### src/rtl/cpu_pkg.sv
// Shared encodings for the 16-bit accumulator CPU: bus selects, opcodes,
// ALU operations, register-reference bit positions and timing states.
package cpu_pkg;

  // Common-bus source selector
  localparam logic [2:0] BUS_NONE = 3'd0;
  localparam logic [2:0] BUS_AR   = 3'd1;
  localparam logic [2:0] BUS_PC   = 3'd2;
  localparam logic [2:0] BUS_DR   = 3'd3;
  localparam logic [2:0] BUS_AC   = 3'd4;
  localparam logic [2:0] BUS_IR   = 3'd5;
  localparam logic [2:0] BUS_TR   = 3'd6;
  localparam logic [2:0] BUS_MEM  = 3'd7;

  // Opcode field ir[14:12]
  localparam logic [2:0] OP_AND = 3'd0;
  localparam logic [2:0] OP_ADD = 3'd1;
  localparam logic [2:0] OP_LDA = 3'd2;
  localparam logic [2:0] OP_STA = 3'd3;
  localparam logic [2:0] OP_BUN = 3'd4;
  localparam logic [2:0] OP_BSA = 3'd5;
  localparam logic [2:0] OP_ISZ = 3'd6;
  localparam logic [2:0] OP_IOR = 3'd7;  // register-reference / I/O class

  typedef enum logic [2:0] {
    ALU_PASS_DR = 3'd0,
    ALU_AND     = 3'd1,
    ALU_ADD     = 3'd2,
    ALU_CMA     = 3'd3,
    ALU_SHR     = 3'd4,
    ALU_SHL     = 3'd5,
    ALU_INC     = 3'd6,
    ALU_CLR     = 3'd7
  } alu_op_e;

  // Register-reference bit positions within ir[11:0]
  localparam int RR_CLA = 11;
  localparam int RR_CLE = 10;
  localparam int RR_CMA = 9;
  localparam int RR_CME = 8;
  localparam int RR_CIR = 7;
  localparam int RR_CIL = 6;
  localparam int RR_INC = 5;
  localparam int RR_SPA = 4;
  localparam int RR_SNA = 3;
  localparam int RR_SZA = 2;
  localparam int RR_SZE = 1;
  localparam int RR_HLT = 0;

  // Timing states; T_BAD stands for any counter value above T6
  typedef enum logic [2:0] {
    T0 = 3'd0, T1 = 3'd1, T2 = 3'd2, T3 = 3'd3,
    T4 = 3'd4, T5 = 3'd5, T6 = 3'd6, T_BAD = 3'd7
  } tstate_e;

  localparam int T_LAST = 6;

endpackage

### src/rtl/seq_counter.sv
// Timing-state counter: increments, clears or holds; any value beyond the
// last legal state returns to zero on the next edge.
module seq_counter
  import cpu_pkg::*;
#(
  parameter int SC_W = 4
) (
  input  logic            clk,
  input  logic            rst,
  input  logic            i_clr,
  input  logic            i_hold,
  output logic [SC_W-1:0] o_sc
);

  logic [SC_W-1:0] r_sc;

  // Sequence counter register with illegal-state recovery ahead of hold
  always_ff @(posedge clk) begin
    // NOTE: state registers use non-blocking assignments so every flop
    // samples the pre-edge values regardless of block ordering.
    if (rst) begin
      r_sc <= '0;
    end else if (r_sc > SC_W'(T_LAST)) begin
      r_sc <= '0;
    end else if (!i_hold) begin
      if (i_clr) r_sc <= '0;
      else       r_sc <= r_sc + SC_W'(1);
    end
  end

  assign o_sc = r_sc;

endmodule

### src/rtl/control_sequencer.sv
// Hardwired control unit: decodes the timing state, latched indirect bit,
// IR and AC/E/DR flags into bus-select and register/RAM strobes.
module control_sequencer
  import cpu_pkg::*;
#(
  parameter int SC_W   = 4,
  parameter bit IO_NOP = 1'b1
) (
  input  logic            clk,
  input  logic            rst,
  input  logic [15:0]     ir,
  input  logic            ac_zero,
  input  logic            ac_sign,
  input  logic            dr_zero,
  input  logic            e_flag,
  output logic [2:0]      bus_sel,
  output logic            ar_ld,
  output logic            ar_inr,
  output logic            pc_ld,
  output logic            pc_inr,
  output logic            dr_ld,
  output logic            dr_inr,
  output logic            ir_ld,
  output logic            ac_ld,
  output logic [2:0]      alu_op,
  output logic            e_ld,
  output logic            e_clr,
  output logic            e_cmp,
  output logic            mem_rd,
  output logic            mem_wr,
  output logic [SC_W-1:0] sc,
  output logic            halted
);

  logic     r_i;
  logic     r_halted;
  logic     w_clr;
  logic     w_hlt;
  logic     w_skip;
  logic [2:0] w_op;
  tstate_e  w_t;
  alu_op_e  w_alu;

  assign w_op   = ir[14:12];
  assign w_t    = (sc <= SC_W'(T_LAST)) ? tstate_e'(sc[2:0]) : T_BAD;
  assign alu_op = w_alu;
  assign halted = r_halted;

  // Any enabled skip condition bumps PC during register-reference execute
  assign w_skip = (ir[RR_SPA] && !ac_sign) || (ir[RR_SNA] && ac_sign) ||
                  (ir[RR_SZA] && ac_zero)  || (ir[RR_SZE] && !e_flag);

  seq_counter #(.SC_W(SC_W)) u_seq_counter (
    .clk    (clk),
    .rst    (rst),
    .i_clr  (w_clr),
    .i_hold (r_halted),
    .o_sc   (sc)
  );

  // Indirect bit is captured at T2; halt is sticky until reset
  always_ff @(posedge clk) begin
    if (rst) begin
      r_i      <= 1'b0;
      r_halted <= 1'b0;
    end else begin
      if (!r_halted && w_t == T2) r_i <= ir[15];
      if (w_hlt)                  r_halted <= 1'b1;
    end
  end

  // Strobe decode per timing state; reset and halt suppress everything
  always_comb begin
    // NOTE: every output gets a default first so no path can infer a latch.
    bus_sel = BUS_NONE;
    ar_ld   = 1'b0;
    ar_inr  = 1'b0;
    pc_ld   = 1'b0;
    pc_inr  = 1'b0;
    dr_ld   = 1'b0;
    dr_inr  = 1'b0;
    ir_ld   = 1'b0;
    ac_ld   = 1'b0;
    e_ld    = 1'b0;
    e_clr   = 1'b0;
    e_cmp   = 1'b0;
    mem_rd  = 1'b0;
    mem_wr  = 1'b0;
    w_alu   = ALU_PASS_DR;
    w_clr   = 1'b0;
    w_hlt   = 1'b0;

    if (!rst && !r_halted) begin
      case (w_t)
        T0: begin
          bus_sel = BUS_PC;
          ar_ld   = 1'b1;
        end
        T1: begin
          bus_sel = BUS_MEM;
          mem_rd  = 1'b1;
          ir_ld   = 1'b1;
          pc_inr  = 1'b1;
        end
        T2: begin
          bus_sel = BUS_IR;
          ar_ld   = 1'b1;
        end
        T3: begin
          if (w_op == OP_IOR) begin
            if (r_i) begin
              // I/O class; with IO_NOP=0 it idles one more state and retires at T4
              w_clr = IO_NOP;
            end else begin
              w_clr = 1'b1;
              ac_ld = 1'b1;
              if      (ir[RR_CLA]) w_alu = ALU_CLR;
              else if (ir[RR_CMA]) w_alu = ALU_CMA;
              else if (ir[RR_CIR]) begin w_alu = ALU_SHR; e_ld = 1'b1; end
              else if (ir[RR_CIL]) begin w_alu = ALU_SHL; e_ld = 1'b1; end
              else if (ir[RR_INC]) w_alu = ALU_INC;
              else                 ac_ld = 1'b0;
              if      (ir[RR_CLE]) e_clr = 1'b1;
              else if (ir[RR_CME]) e_cmp = 1'b1;
              pc_inr = w_skip;
              w_hlt  = ir[RR_HLT];
            end
          end else if (r_i) begin
            bus_sel = BUS_MEM;
            mem_rd  = 1'b1;
            ar_ld   = 1'b1;
          end
        end
        T4: begin
          case (w_op)
            OP_AND, OP_ADD, OP_LDA, OP_ISZ: begin
              bus_sel = BUS_MEM;
              mem_rd  = 1'b1;
              dr_ld   = 1'b1;
            end
            OP_STA: begin
              bus_sel = BUS_AC;
              mem_wr  = 1'b1;
              w_clr   = 1'b1;
            end
            OP_BUN: begin
              bus_sel = BUS_AR;
              pc_ld   = 1'b1;
              w_clr   = 1'b1;
            end
            OP_BSA: begin
              bus_sel = BUS_PC;
              mem_wr  = 1'b1;
              ar_inr  = 1'b1;
            end
            default: w_clr = 1'b1;
          endcase
        end
        T5: begin
          case (w_op)
            OP_AND: begin ac_ld = 1'b1; w_alu = ALU_AND;     w_clr = 1'b1; end
            OP_ADD: begin ac_ld = 1'b1; w_alu = ALU_ADD;     e_ld = 1'b1; w_clr = 1'b1; end
            OP_LDA: begin ac_ld = 1'b1; w_alu = ALU_PASS_DR; w_clr = 1'b1; end
            OP_BSA: begin bus_sel = BUS_AR; pc_ld = 1'b1;    w_clr = 1'b1; end
            OP_ISZ: dr_inr = 1'b1;
            default: w_clr = 1'b1;
          endcase
        end
        T6: begin
          w_clr = 1'b1;
          if (w_op == OP_ISZ) begin
            bus_sel = BUS_DR;
            mem_wr  = 1'b1;
            pc_inr  = dr_zero;
          end
        end
        default: ;  // illegal state: counter wraps to T0 by itself
      endcase
    end
  end

endmodule

### config.mk
export PLATFORM = sky130hd
export DESIGN_NAME = control_sequencer
export DESIGN_NICKNAME = d
export VERILOG_FILES = /design/src/rtl/cpu_pkg.sv /design/src/rtl/seq_counter.sv /design/src/rtl/control_sequencer.sv
export SDC_FILE = /design/constraint.sdc
export NUM_CORES = 1
export LEC_CHECK = 0
export ABC_CLOCK_PERIOD_IN_PS = 3250
export CORE_MARGIN = 3
export CORE_UTILIZATION = 43
export DETAILED_ROUTE_END_ITERATION = 16
export HOLD_SLACK_MARGIN = 0.12
export PLACE_DENSITY = 0.86
export SYNTH_ARGS = -nofsm -noshare
export SYNTH_HDL_FRONTEND = slang
export SYNTH_SLANG_ARGS = --single-unit
export TNS_END_PERCENT = 5
### constraint.sdc
create_clock -name clk -period 3.25 [get_ports clk]
set_input_delay 0.4875 -clock clk [delete_from_list [all_inputs] [get_ports clk]]
set_output_delay 0.4875 -clock clk [all_outputs]
set_load 0.01 [all_outputs]
==> key figures, run 1 <==
Setup path
  • Crit path max-delay cell type: dfxtp_1
  • Startpoint types: flop
  • Worst-path fanout max: 13
  • Worst Path Arrival: 2.56 ns
  • Worst Setup Path Type: reg2out
  • Max incr delay on CP: 0.63 ns
  • CP required: 2.76 ns
  • Critical Path End Type: output pin
  • Cells along the critical path: and4bb_1 -> nor3b_4 -> nand2_1 -> nor3b_2 -> clkdlybuf4s50_1

STA
  • Max Freq: 0.328 GHz
  • RSZ-0062 raised after global routing: no
  • Period utilization: 93.8%
  • Setup TNS: 0 ns
  • Clk_skew: 0.00117 ns
  • Worst slew pin tran: 0.521 ns
  • Crit path time final: 3.05 ns
  • Slew headroom: 65.1%
  • Slew Limit Fails: 0
  • Hold Fails Final Rpt: 0
  • Setup violations, final: 0

CTS
  • CTS clk-pin slew, worst paths: 0.05 ns
  • Root buffer cell: clkbuf_4
  • CTS sink count: 6
  • CTS tree: done
  • H-tree lvl count: 1
  • CTS Buffer Depth: 2
  • CTS Buf Count: 3
  • Clk_lat worst skew: 0.25 ns
  • Post_cts resized: 0
  • Setup Buffers After CTS: 0
  • Post-CTS Hold Buffers: 0

Power
  • Max VDD drop: 0.203 mV
  • PwrDens: 231 nW/um^2
  • Pwr Total: 323 uW
  • Total leakage power: 0.000503 uW

Die
  • Die Y: 51.8 um
  • Core ar.: 1860 sq um
  • Die ar.: 2680 sq um
  • # IOs: 46
  • Die extent in x: 51.8 um
  • Initial Utilization: 48.6%
  • Core Rows: 15

Logic synthesis
  • Mapped Nets: 159
  • Post-synth top flop: dfxtp_1
  • Mean Syn Cell Area: 6.68 sq um
  • Ys async rst share: 0%
  • Synth Area in Simple Gates: 49.5%
  • XOR/XNOR share of the synthesized area: 1.94%
  • Synth top area share: 13.3%
  • Post-synthesis compound-gate area fraction: 22.3%
  • Sequential share of the synthesized area: 13.3%
  • Synth warnings: 0
  • Post-Syn Area: 902 sq um
  • Cells after Synth: 135
  • Synth cell types: 43
  • Yosys top cell by area: dfxtp_1
  • Post-synth EDFFs: 0
  • Synth Area in Adders: 2.77%
  • Multiplexer area fraction after synthesis: 3.47%
  • Top cells by area, synth: dfxtp_1, nand2_1, nor2_1, a21oi_1, nand3_1
  • Largest family of logic cells by synthesized area: simple AND/OR/NAND/NOR gates
  • Synth Register Bits: 6

Drt
  • Starting DRT DRC Count: 42
  • DRC: 0
  • Vias per Instance: 5.73
  • Drt wl/cell: 14.3 um
  • 1st-pass router iterations: 4
  • Total number of vias: 1164
  • Antenna-violating nets left: 0
  • Routed wire length: 2910 um

Finish
  • Layout cells sized above 1: 9.55%
  • Nets: 204
  • P&R area growth vs syn: 55.1%
  • Fillers: 162
  • Multi-input combinational cell area: 722 sq um
  • Util after Layout: 75.3%
  • Sequential cell area: 120 sq um
  • ANT cells: 0

Worst hold path
  • Hold WC Path Type: reg2reg

Placed design
  • Hpwl dp: 2220 um
  • Port bufs: 45
  • Final GP Congestion: 0.847

GRT
  • GRT Total Usage: 23.0%
  • Initial antenna violation count: 0
  • Remaining Overflow, GRT: 0
  • Vias in the first global route: 1042
  • First-pass GRT wire length: 4760 um
  • Largest net degree at the start of global routing: 17

Job
  • Max cap viols: 0

Run status
  • Status: finished, final reports clean
==> metrics by stage <==
step | hold WS, ns | instance area, sq um | instances | worst slack [ns]
2_1_floorplan | 0.551 | 902 | 135 | 1.22
3_3_place_gp | 0.603 | 1380 | 200 | 0.380
3_5_place_dp | 0.633 | 1380 | 200 | 0.345
4_1_cts | 0.636 | 1400 | 203 | 0.212
5_1_grt | 0.651 | 1400 | 203 | 0.0277
6_report | 0.637 | 1400 | 203 | 0.203
==> where the power goes <==
| group | total (uW) | leakage [uW] | internal [uW] | switching, uW |
|---|---|---|---|---|
| Combinational | 154 | 0.000440 | 85.8 | 67.9 |
| Sequential | 94.1 | 0.0000490 | 78.5 | 15.5 |
| Clock | 75.2 | 0.0000138 | 42.2 | 33.0 |
| Total | 323 | 0.000503 | 207 | 116 |
==> flip-flops by register name (all words and copies together), names as in the netlist <==
| name | cells |
|---|---|
| halted | 1 |
| r_i | 1 |
| u_seq_counter.o_sc | 4 |
==> critical path, delay by kind of cell, from the launching register on <==
kind | cells | cell delay, ns
buf+inv | 1 | 0.55
flops | 1 | 0.63
simple gates | 4 | 1.12
==> cell usage after synthesis (2+ instances only) <==
cell type,number
nand2b_1,3
nor3_1,7
nand3_1,7
mux2i_1,2
clkbuf_1,6
o21ai_1,4
a31oi_1,5
ha_1,2
and4bb_1,2
and2_1,2
a211oi_1,2
nor3b_1,2
nor3b_2,2
nor2b_1,2
nor2_1,16
buf_2,3
o21ai_0,6
xnor2_1,2
dfxtp_1,6
and3_1,3
inv_1,3
a21oi_1,9
and3b_1,2
nand2_1,17
or2_2,2
==> metal layers <==
layer / track usage, % / part of all wire [%] / up-vias
li1: - / - / 583
met1: 32.1 / 45 / 526
met2: 38.3 / 48 / 51
met3: 2.58 / 6.3 / 4
met4: 3.93 / 0.41 / 0
met5: 0 / 0 / -
==> area by class of cell <==
type                            count  share of cell area [%]
Inverter                            4                    1.07
Multi-Input combinational cell    115                    51.6
Tap cell                           25                    2.24
Clock buffer                        3                    1.61
Timing Repair Buffer               50                    34.9
Sequential cell                     6                    8.59
==> kinds of logic after synthesis <==
logic type | after synthesis
xor+xnor | 2
buf+inv | 14
simple gates | 75
mux | 3
compound gates | 33
fa+ha+maj | 2
flops | 6
==> layout by cell type, fill, tap and decap left out, types with 4 or more instances in the layout <==
cell type,instances
nand3_1,7
nor2_1,16
a21oi_1,9
buf_4,5
nor3_1,7
o21ai_0,6
dfxtp_1,6
a31oi_1,5
o21ai_1,4
nand2_1,17
clkdlybuf4s50_1,45
==> worst paths after layout <==
check                                           start               endpoint  slack, ns  cells past startpoint
worst max-delay path            u_seq_counter.o_sc[0]                  e_cmp       0.20                      5
worst min-delay path                              r_i                    r_i       0.64                      2
worst max register to register  u_seq_counter.o_sc[2]  u_seq_counter.o_sc[0]       1.43                      4
worst min register to register                    r_i                    r_i       0.64                      2
Power figures use the tool's default switching activity.
==> run 2, diff against run 1 <==
--- a/config.mk
+++ b/config.mk
@@ -5,12 +5,12 @@
 export SDC_FILE = /design/constraint.sdc
 export NUM_CORES = 1
 export LEC_CHECK = 0
+export ABC_AREA = 1
 export ABC_CLOCK_PERIOD_IN_PS = 3250
-export CORE_MARGIN = 3
-export CORE_UTILIZATION = 43
+export CORE_UTILIZATION = 41
 export DETAILED_ROUTE_END_ITERATION = 16
 export HOLD_SLACK_MARGIN = 0.12
-export PLACE_DENSITY = 0.86
+export PLACE_DENSITY = 0.85
 export SYNTH_ARGS = -nofsm -noshare
 export SYNTH_HDL_FRONTEND = slang
 export SYNTH_SLANG_ARGS = --single-unit
==> key figures, run 2 <==
CTS
  • Clk_lat worst skew: 0.24 ns
  • CTS Buffer Depth: 2
  • H-tree lvl count: 1
  • CTS sink count: 6
  • Setup Buffers After CTS: 0
  • Post-CTS Hold Buffers: 0
  • Post_cts resized: 0
  • CTS tree: done
  • CTS Buf Count: 3
  • CTS clk-pin slew, worst paths: 0.05 ns
  • Root buffer cell: clkbuf_4

GRT
  • Remaining Overflow, GRT: 0
  • First-pass GRT wire length: 4030 um
  • GR peak layer: met2
  • M2 GR Usage: 42.8%
  • Vias in the first global route: 977
  • Initial antenna violation count: 0
  • Met3 Usage GRT: 1.18%
  • GRT Total Usage: 24.9%
  • Met1 GRT Util: 33.7%
  • Largest net degree at the start of global routing: 11

Setup path
  • Startpoint types: input port
  • Cells along the critical path: clkdlybuf4s50_1 -> nand3_1 -> nor2_4 -> inv_2 -> nor2_4 -> nand2_1 -> a21oi_1 -> clkdlybuf4s50_1
  • R2R cell count: 7
  • R2R setup slack: 1.66 ns
  • Critical Path End Type: output pin
  • CP startpoint: ir[14]
  • Max incr delay on CP: 0.62 ns
  • RR Startpoint: u_seq_counter.o_sc[0]
  • Worst-path fanout max: 9
  • CP required: 2.76 ns
  • Worst Path Arrival: 2.47 ns
  • Reg-to-reg endpoint: u_seq_counter.o_sc[1]
  • Critical path endpoint: alu_op[1]
  • Worst Setup Path Type: in2out
  • Crit path max-delay cell type: clkdlybuf4s50_1

STA
  • Crit path time final: 2.96 ns
  • Slew Limit Fails: 0
  • RSZ-0062 raised after global routing: no
  • Hold Fails Final Rpt: 0
  • Period utilization: 90.9%
  • Clk_skew: 0.00518 ns
  • Setup violations, final: 0
  • Setup TNS: 0 ns
  • Max Freq: 0.338 GHz
  • Min Hold Slack: 0.638 ns
  • Slew headroom: 78.7%
  • Worst slew pin tran: 0.320 ns

Finish
  • Fin area: 1300 sq um
  • Most common cell after layout, fill and taps aside: clkdlybuf4s50_1
  • ANT cells: 0
  • Most frequent cells in the layout: clkdlybuf4s50_1, nand2_1, inv_1, nor2_1, a21oi_1
  • Nets: 221
  • Fillers: 149
  • Number of flip-flops under the largest register name: 4
  • P&R area growth vs syn: 61.6%
  • Layout cells sized above 1: 7.18%

Logic synthesis
  • Sequential share of the synthesized area: 14.9%
  • Cells after Synth: 148
  • Cell with the most instances after synthesis: nand2_1
  • Commonest cells in the netlist: nand2_1, inv_1, nor2_1
  • Synth top area share: 14.9%
  • Post-Syn Area: 807 sq um
  • Mean Syn Cell Area: 5.45 sq um
  • Mapped Nets: 172
  • Post-synth top flop: dfxtp_1
  • Synth cell types: 22
  • Synth warnings: 0
  • Top cells by area, synth: dfxtp_1, nand2_1, inv_1, nor2_1, a21oi_1
  • Yosys top cell by area: dfxtp_1
  • Synth Register Bits: 6
  • Post-synth EDFFs: 0
  • Ys async rst share: 0%

Die
  • Initial Utilization: 45.3%
  • Die extent in x: 46.4 um
  • Die Y: 46.4 um
  • Core ar.: 1780 sq um
  • # IOs: 46
  • Die ar.: 2150 sq um
  • Core Rows: 15

Run status
  • Status: finished, final reports clean

Drt
  • Starting DRT DRC Count: 45
  • Antenna-violating nets left: 0
  • Drt wl/cell: 10.6 um
  • DRC: 0
  • Vias per Instance: 5.01
  • Total number of vias: 1103
  • Routed wire length: 2330 um
  • 1st-pass router iterations: 4

Placed design
  • Port bufs: 45
  • Final GP Congestion: 0.884
  • Area after DPL: 1280 sq um
  • Hpwl dp: 1980 um

Power
  • PwrDens: 248 nW/um^2
  • Internal: 204 uW
  • Clock power share: 20.4%
  • Max VDD drop: 0.310 mV
  • Reg power frac: 29.2%
  • Sw Ratio: 36.7%
  • Combinational power share: 50.4%
  • Psw: 118 uW
  • Total leakage power: 0.000593 uW

Job
  • Max cap viols: 0

Worst hold path
  • Hold WC Path Type: reg2reg
==> run 2: cell types whose count changed after synthesis, moves of 5 or more <==
cell	delta
a21oi_1	+5
nand4_1	+9
nand2_1	+14
clkbuf_1	-6
inv_1	+21
nor2_1	+8
==> run 2: worst min path at each step <==
stage                                        to  slack [ns]  depth (start not counted)                   from
after floorplan                          halted        0.56                          1                    rst
after global placement    u_seq_counter.o_sc[3]        0.63                          3  u_seq_counter.o_sc[3]
after detailed placement  u_seq_counter.o_sc[2]        0.63                          2  u_seq_counter.o_sc[2]
after CTS                 u_seq_counter.o_sc[2]        0.64                          2  u_seq_counter.o_sc[2]
after global routing      u_seq_counter.o_sc[3]        0.68                          3  u_seq_counter.o_sc[3]
final                     u_seq_counter.o_sc[3]        0.64                          3  u_seq_counter.o_sc[3]
==> run 2: power by group through the flow <==
stage	clock (uW)	combinational, uW	sequential [uW]
global route	69.4	183	96.1
CTS	68.7	163	93.9
finish	65.8	163	94.1
floorplan	0	82.4	95.2
detailed placement	0	162	95.0
global placement	0	158	94.7
==> run 2: final cells by class <==
type	instances	area (sq um)	share of cell area [%]
Tap cell	25	31.3	2.40
Clock buffer	3	22.5	1.73
Multi-Input combinational cell	113	574	44.0
Sequential cell	6	120	9.21
Inverter	28	105	8.06
Timing Repair Buffer	45	450	34.5
==> run 2: routing by layer <==
metal  up-vias  wire length (um)
met1       484              1070
met5         -                 0
li1        583                 -
met4         0                 0
met3         0               116
met2        36              1140
==> run 2: worst max-delay path, delay by kind of cell <==
kind / cells / cell delay (ns)
compound gates: 1 / 0.14
buf+inv: 3 / 1.26
simple gates: 4 / 0.57
==> run 2: cells by family after synthesis <==
logic type | synth area share [%]
buffers and inverters | 14.0
xor gates and xnor gates | 2.17
DFF | 14.9
AOI/OAI and AO/OA | 14.3
and+or+nand+nor | 51.6
adders and majority gates | 3.10
==> run 2: per-stage QoR <==
step	total power, uW	cells	util (%)	setup slack, ns
floorplan	178	148	-	1.42
global placement	253	217	71.9	0.396
detailed placement	257	217	71.9	0.310
CTS	326	220	73.1	0.300
global route	349	220	73.1	0.152
finish	323	220	73.1	0.294
